<file path="config.mk">
export PLATFORM = sky130hd
export DESIGN_NAME = serial_code_conv
export DESIGN_NICKNAME = d
export VERILOG_FILES = /design/src/rtl/conv_pkg.sv /design/src/rtl/serial_digit_adder.sv /design/src/rtl/serial_code_conv.sv
export SDC_FILE = /design/constraint.sdc
export NUM_CORES = 1
export LEC_CHECK = 0
export CAP_MARGIN = 20
export CORE_MARGIN = 2
export CORE_UTILIZATION = 38
export CTS_BUF_LIST = sky130_fd_sc_hd__clkbuf_4
export CTS_CLUSTER_DIAMETER = 50
export DETAILED_ROUTE_END_ITERATION = 8
export SLEW_MARGIN = 20
export SYNTH_ARGS = -nofsm -noshare
export SYNTH_HDL_FRONTEND = slang
export SYNTH_SLANG_ARGS = --single-unit
</file>
<file path="constraint.sdc">
create_clock -name Clk -period 2.41 [get_ports Clk]
set_input_delay 0.482 -clock Clk [delete_from_list [all_inputs] [get_ports Clk]]
set_output_delay 0.482 -clock Clk [all_outputs]
set_load 0.03 [all_outputs]
</file>
<file path="src/rtl/conv_pkg.sv">
// Shared constants for the bit-serial BCD / Excess-3 converter.
// K_* are the per-digit addends, applied LSB-first.
package conv_pkg;
  localparam int          DIGIT_W         = 4;
  localparam logic [3:0]  K_SUB3          = 4'b1101;
  localparam logic [3:0]  K_ADD3          = 4'b0011;
  localparam int          XS3_MIN         = 3;
  localparam int          XS3_MAX         = 12;
  localparam int          BCD_MAX         = 9;
  localparam logic        MODE_XS3_TO_BCD = 1'b0;
  localparam logic        MODE_BCD_TO_XS3 = 1'b1;

  function automatic logic digit_legal(input logic mode, input logic [3:0] d);
    if (mode == MODE_BCD_TO_XS3) return d <= 4'(BCD_MAX);
    return (d >= 4'(XS3_MIN)) && (d <= 4'(XS3_MAX));
  endfunction
endpackage

</file>
<file path="src/rtl/serial_digit_adder.sv">
// One-bit serial adder with carry flop; Start forces carry-in to zero so each
// digit is added independently and the final carry of a digit is dropped.
module serial_digit_adder (
  input  logic Clk,
  input  logic Rst,
  input  logic En,
  input  logic Start,
  input  logic X,
  input  logic K,
  output logic Z
);
  logic carry;
  logic c_in;

  assign c_in = Start ? 1'b0 : carry;
  assign Z    = X ^ K ^ c_in;

  always_ff @(posedge Clk) begin
    if (Rst)     carry <= 1'b0;
    else if (En) carry <= (X & K) | (X & c_in) | (K & c_in);
  end
endmodule

</file>
<file path="src/rtl/serial_code_conv.sv">
// Multi-digit bit-serial Excess-3 <-> BCD converter with per-digit code
// checking and a parallel copy of the last completed converted word.
module serial_code_conv
  import conv_pkg::*;
#(
  parameter int DIGITS = 4
) (
  input  logic                      Clk,
  input  logic                      Rst,
  input  logic                      En,
  input  logic                      Mode,
  input  logic                      X,
  output logic                      Z,
  output logic                      DigitDone,
  output logic                      DigitErr,
  output logic                      WordDone,
  output logic                      WordErr,
  output logic [DIGIT_W*DIGITS-1:0] Word
);
  localparam int WORD_W = DIGIT_W * DIGITS;
  localparam int DC_W   = (DIGITS > 1) ? $clog2(DIGITS) : 1;

  logic [1:0]        bit_cnt;
  logic [DC_W-1:0]   dig_cnt;
  logic              mode_q;
  logic [2:0]        in_sr;
  logic              err_acc;
  logic [WORD_W-1:0] stage;

  logic       accept, first_bit, last_bit, last_dig;
  logic       mode_eff, k_bit, sum, dig_err, err_word;
  logic [3:0] digit_in;

  assign accept    = En & ~Rst;
  assign first_bit = (bit_cnt == 2'd0) && (dig_cnt == '0);
  assign last_bit  = (bit_cnt == 2'd3);
  assign last_dig  = (dig_cnt == DC_W'(DIGITS - 1));
  // The first bit of a word must already convert with the new mode.
  assign mode_eff  = first_bit ? Mode : mode_q;
  assign k_bit     = (mode_eff == MODE_BCD_TO_XS3) ? K_ADD3[bit_cnt] : K_SUB3[bit_cnt];
  assign digit_in  = {X, in_sr};
  assign dig_err   = ~digit_legal(mode_eff, digit_in);
  assign err_word  = ((dig_cnt == '0) ? 1'b0 : err_acc) | dig_err;
  assign Z         = accept ? sum : 1'b0;

  serial_digit_adder u_adder (
    .Clk   (Clk),
    .Rst   (Rst),
    .En    (accept),
    .Start (bit_cnt == 2'd0),
    .X     (X),
    .K     (k_bit),
    .Z     (sum)
  );

  always_ff @(posedge Clk) begin
    if (Rst) begin
      bit_cnt   <= '0;
      dig_cnt   <= '0;
      mode_q    <= MODE_XS3_TO_BCD;
      in_sr     <= '0;
      err_acc   <= 1'b0;
      stage     <= '0;
      Word      <= '0;
      DigitDone <= 1'b0;
      DigitErr  <= 1'b0;
      WordDone  <= 1'b0;
      WordErr   <= 1'b0;
    end else begin
      DigitDone <= 1'b0;
      DigitErr  <= 1'b0;
      WordDone  <= 1'b0;
      WordErr   <= 1'b0;
      if (En) begin
        stage   <= {sum, stage[WORD_W-1:1]};
        in_sr   <= {X, in_sr[2:1]};
        bit_cnt <= bit_cnt + 2'd1;
        if (first_bit) mode_q <= Mode;
        if (last_bit) begin
          DigitDone <= 1'b1;
          DigitErr  <= dig_err;
          if (last_dig) begin
            dig_cnt  <= '0;
            err_acc  <= 1'b0;
            WordDone <= 1'b1;
            WordErr  <= err_word;
            Word     <= {sum, stage[WORD_W-1:1]};
          end else begin
            dig_cnt <= dig_cnt + DC_W'(1);
            err_acc <= err_word;
          end
        end
      end
    end
  end
endmodule
</file>
Word-level counts from Yosys, hierarchy flattened
Cells that the tools add are included.
W data, S select, Z words.
{ "op_classes": {"order_cmp": 4, "bitwise_logic": 14, "add_sub_neg": 2, "reduce_logical": 9, "n_mul": 0, "eq_ne": 2, "div": 0, "shift": 0, "muxes": 16} }
{ "op_table": {"columns": ["op", "n"], "rows": [
  ["$mux W1", 13],
  ["$le A4 B4 Y1 const B", 2],
  ["$not A1 Y1", 5],
  ["$add A2 B1 Y2 const B", 2],
  ["$and A1 B1 Y1", 4],
  ["$bmux W1 S2", 2],
  ["$eq A2 B2 Y1 const B", 2],
  ["$ge A4 B2 Y1 const B", 1],
  ["$logic_not A2 Y1", 2],
  ["$reduce_or A4 Y1", 1],
  ["$lt A2 B3 Y1 const B", 1],
  ["$or A1 B1 Y1", 3],
  ["$reduce_and A3 Y1", 1],
  ["$reduce_or A3 Y1", 1],
  ["$logic_and A1 B1 Y1", 2],
  ["$mux W2", 1],
  ["$reduce_and A2 Y1", 1],
  ["$reduce_or A2 Y1", 1],
  ["$xor A1 B1 Y1", 2]
]} }
{ "word_totals": {"latchBits": 0, "romBits": 0, "ramBits": 0, "ff_bits": 46, "memories": 0, "elab_cells": 59, "input_bits": 5} }

Logic depth before layout (Yosys ltp)
{ "logic_depth": {"word_depth": 8, "mapped_depth": 8, "ltp_nobuf": 8} }

Modules after synthesis
From an unflattened synthesis, not the netlist that was laid out.
{ "unflattened": {"cells_unflattened": 194, "area_unflattened_um2": 1765.4} }
{ "modules_own_cells": {"columns": ["module", "seq_area_each_um2", "cells_each", "n_inst", "area_each_um2"], "rows": [
  ["serial_code_conv", 880.8, 186, 1, 1691.6],
  ["serial_digit_adder", 20.0, 8, 1, 73.8]
]} }

Least setup slack after synthesis
OpenSTA, ideal clock, no wires.
{ "synth_timing": {"path_type": "register to output", "start": "register bit_cnt[0]", "end": "output Z", "arrival_ps": 2199, "slack_ps": -271, "path_stages_with_launch": 9, "path_buffers": 0, "cell_sequence": "dfxtp_1 inv_1 ha_1 and3_1 a21oi_1 mux2i_1 fa_1 nand2_1 nor2_1"} }
{ "synth_between": {"elab_chain_len": 7, "elab_cells_between_ends": 12, "cone_classes": "mux (8); bitwise (2); reduce/logical (2)"} }
{ "synth_lines": {"columns": ["item", "line", "source"], "rows": [
  ["start, declared", "serial_code_conv.sv:23", "logic [1:0] bit_cnt;"],
  ["start signal, assigned", "serial_code_conv.sv:77", "bit_cnt <= bit_cnt + 2'd1;"],
  ["$logic_not A2 Y1", "serial_code_conv.sv:35, serial_code_conv.sv:50", null],
  ["$logic_and A1 B1 Y1", "serial_code_conv.sv:35", "assign first_bit = (bit_cnt == 2'd0) && (dig_cnt == '0);"],
  ["$mux W1", null, null],
  ["$mux W1", "serial_code_conv.sv:40", "assign k_bit = (mode_eff == MODE_BCD_TO_XS3) ? K_ADD3[bit_cnt] : K_SUB3[bit_cnt];"],
  ["$xor A1 B1 Y1", "serial_digit_adder.sv:16", "assign Z = X ^ K ^ c_in;"],
  ["$xor A1 B1 Y1 (*)", "serial_digit_adder.sv:16", null],
  ["named net sum", "serial_code_conv.sv:31", "logic mode_eff, k_bit, sum, dig_err, err_word;"],
  ["$mux W1 (*)", "serial_code_conv.sv:44", "assign Z = accept ? sum : 1'b0;"],
  ["end, declared", "serial_code_conv.sv:13", "output logic Z,"]
]} }
The timed path passes the listed nets; every way through them passes the cells marked *. The select of a mux whose other input is x is not followed.

Worst setup path after layout
Same ends and word-level chain as after synthesis.

==> metrics.md <==
| Metric | Value |
|---|---|
| Status | `finished with violations` |
| Failing checks | `negative setup slack` |
| Drt first pass iters | `4` |
| Sw Pwr | `0.000339 W` |
| Setup WS post-layout | `-0.338 ns` |
| Clk sinks | `45` |
| CP startpoint kind | `flop` |
| Detailed Place HPWL | `2.47 mm` |
| Worst-case reg-to-reg path depth | `10` |
| Max Slew Vio Count | `0` |
| Core box area | `4380 µm²` |
| DR DRC count | `0` |
| GR Overflow Total | `0` |
| Final setup violating endpoints | `1` |
| Area contributors post-synth | `dfxtp_1 (52%), mux2i_1 (11%), nand2_1 (7.8%)` |
| Worst path required time | `1.93 ns` |
| RSZ-0062 raised after global routing | `true` |
| Switching Share | `24.0%` |
| Clock Power Share | `34.1%` |
| Post-synth EDFFs | `0` |
| Part of the power in combinational logic | `11.7%` |
| Antenna Violating Nets Remaining | `0` |
| Area leader, netlist | `dfxtp_1` |
| Period utilization | `114%` |
| Hold WC Path Type | `reg2reg` |
| Share of power burned in registers | `54.2%` |
| FMAX | `364 MHz` |
| Lkg Pwr | `0.918 nW` |
| Share of layout cells above drive strength 1 | `21.5%` |
| Setup crit end kind | `output port` |
| Global-route wire length before repair | `6.18 mm` |
| Routed vias/inst | `4.97` |
| DRT Wirelength | `3.74 mm` |
| Area of the multi-input gates | `833 µm²` |
| H-tree depth | `2` |
| Worst-Margin Slew | `0.319 ns` |
| Final net count | `243` |
| Pint | `0.00107 W` |
| Post-synth top area share | `51.7%` |
| Crit Path Max Fanout | `3` |
| Seq/Total Area, Yosys | `51.7%` |
| Worst IR Drop VDD | `0.273 mV` |
| Die ar. | `5140 µm²` |
| Avg Inst Size Synth | `9.22 µm²` |
| Wire length per cell | `13.1 µm` |
| Clock skew | `0.00831 ns` |
| Post-Syn Area | `1740 µm²` |
| Share of flip-flops with an asynchronous set or reset | `0%` |
| Commonest non-fill, non-tap cells in the layout | `dfxtp_1 (41), nand2_1 (35), nor2_1 (24), clkdlybuf4s50_1 (24), buf_4 (22)` |
| Count of cell types in the netlist | `28` |
| WP data arrival | `2.27 ns` |
| DRT iter0 DRCs | `94` |
| Fill cells | `395` |
| Final Wtd Congestion | `0.741` |
| Starting density of the core | `39.7%` |
| Slew margin rel. | `78.7%` |
| PD cells | `609 nW/µm²` |
| R2r startpoint | `bit_cnt[0]` |
| Cell Rows | `24` |
| Register area | `906 µm²` |
| Die Y | `71.7 µm` |
| # Max-Cap Violations | `0` |
| YS warnings | `0` |
| Initial antenna violation count | `0` |
| Clock-pin slew on the worst setup and hold paths | `0.13 ns` |
| Final Critical Period | `2.75 ns` |
| CTS root buffer | `clkbuf_4` |
| Boundary Pins | `26` |
| Area Growth Syn to Fin | `33.2%` |
| Inserted Clock Buffers | `5` |
| Hold Path Stages | `2` |
| Synthesized netlist cell count | `189` |
| Via count | `1416` |
| CTS tree | `done` |
| Worst Setup EP | `Z` |
| Largest net degree at the start of global routing | `19` |
| Tot Pwr | `0.00141 W` |
| Net Count, Synth | `200` |
| Flop2flop setup slack | `0.33 ns` |
| Post-synth top flop | `dfxtp_1` |
| R2R Path End | `Word[15]` |
| CTS hold repair buffers | `0` |
| CP Launch Point | `bit_cnt[0]` |
| Die Width | `71.7 µm` |
| Vias in the first global route | `1358` |
| Crit Path Class | `reg2out` |
| Clk Latency, worst-skew pair | `0.36 ns` |
| IO buf count | `25` |
| Core Util, Final | `52.9%` |
| Yosys reg bits | `45` |
| Commonest non-fill, non-tap cell in the layout | `dfxtp_1` |
| Antenna cells | `0` |
| CTS Buffer Depth | `2` |
| Hold Vio Cnt, Final | `0` |
| GRT Overall Usage | `15.5%` |
-- synthesized netlist by cell type (2+ instances only) --
master / number
buf_2: 4
nor3_1: 2
and3_1: 2
a21oi_1: 21
nor2b_1: 2
inv_1: 4
nand3_1: 2
nor2_1: 25
ha_1: 5
nand2_1: 36
dfxtp_1: 45
clkbuf_1: 3
nand2b_1: 2
mux2i_1: 20
buf_1: 3
-- per-layer routing --
metal | track usage, % | part of all wire (%)
met1 | 19.0 | 46
met2 | 25.3 | 48
met3 | 3.38 | 3.6
met4 | 8.81 | 2.6
met5 | 0 | 0
-- sequential cells by signal, indices dropped and copies added, names as in the netlist --
name           flops
Word              16
stage             15
in_sr              3
bit_cnt            2
dig_cnt            2
DigitDone          1
DigitErr           1
WordDone           1
WordErr            1
err_acc            1
mode_q             1
u_adder.carry      1
-- area by class of cell --
type / count / area share (%)
clock inverter: 2 / 1.67
inverter: 4 / 0.647
timing repair buffer: 47 / 18.0
clock buffer: 6 / 1.94
tap: 52 / 2.80
multi-input combinational: 129 / 35.9
sequential: 45 / 39.1
-- through the flow --
step / hold slack (ns) / cell area, µm² / std cells / worst slack [ns] / TNS, ns
after floorplan: 0.431 / 1750 / 189 / 0.0132 / 0
after global placement: 0.441 / 2140 / 271 / -0.319 / -0.319
after detailed placement: 0.448 / 2140 / 271 / -0.337 / -0.337
after CTS: 0.467 / 2280 / 281 / -0.335 / -0.335
after global routing: 0.480 / 2320 / 285 / -0.444 / -0.444
final: 0.463 / 2320 / 285 / -0.338 / -0.338
-- worst min path at each step --
stage,startpoint,end,slack (ns)
floorplan,stage[1],Word[0],0.43
detailed placement,Word[2],Word[2],0.45
finish,Word[6],Word[6],0.46
global route,Word[6],Word[6],0.48
global placement,Word[3],Word[3],0.44
CTS,Word[2],Word[2],0.47
-- worst max-delay path, stage by stage (launching register included) --
cell	delay [ns]
dfxtp_2	0.37
inv_2	0.05
ha_4	0.16
and3_4	0.18
a21oi_4	0.13
mux2i_2	0.25
fa_1	0.48
nand2_2	0.12
nor2_4	0.04
buf_6	0.14
-- what timing repair did --
action / in CTS / in global routing
gates resized for setup: 15 / 2
setup buffers: 2 / 4
endpoints found under the setup margin: 1 / 1
pin swaps: 6 / 5
-- power groups by stage --
| stage | registers, W | clock network (W) | logic, W |
|---|---|---|---|
| 2_1_floorplan | 0.000781 | 0 | 0.0000816 |
| 3_3_place_gp | 0.000780 | 0 | 0.000129 |
| 3_5_place_dp | 0.000781 | 0 | 0.000134 |
| 4_1_cts | 0.000766 | 0.000499 | 0.000149 |
| 5_1_grt | 0.000769 | 0.000522 | 0.000180 |
| 6_report | 0.000767 | 0.000481 | 0.000166 |
-- kinds of logic after synthesis --
kind of cell | after synthesis | share of synthesized area, %
adders and majority gates | 6 | 4.74
xor gates and xnor gates | 1 | 0.503
and+or+nand+nor | 74 | 17.8
muxes | 20 | 11.5
buffers and inverters | 15 | 3.59
AOI/OAI and AO/OA | 28 | 10.1
DFF | 45 | 51.7
No activity file was read; power rests on OpenSTA's default activity.
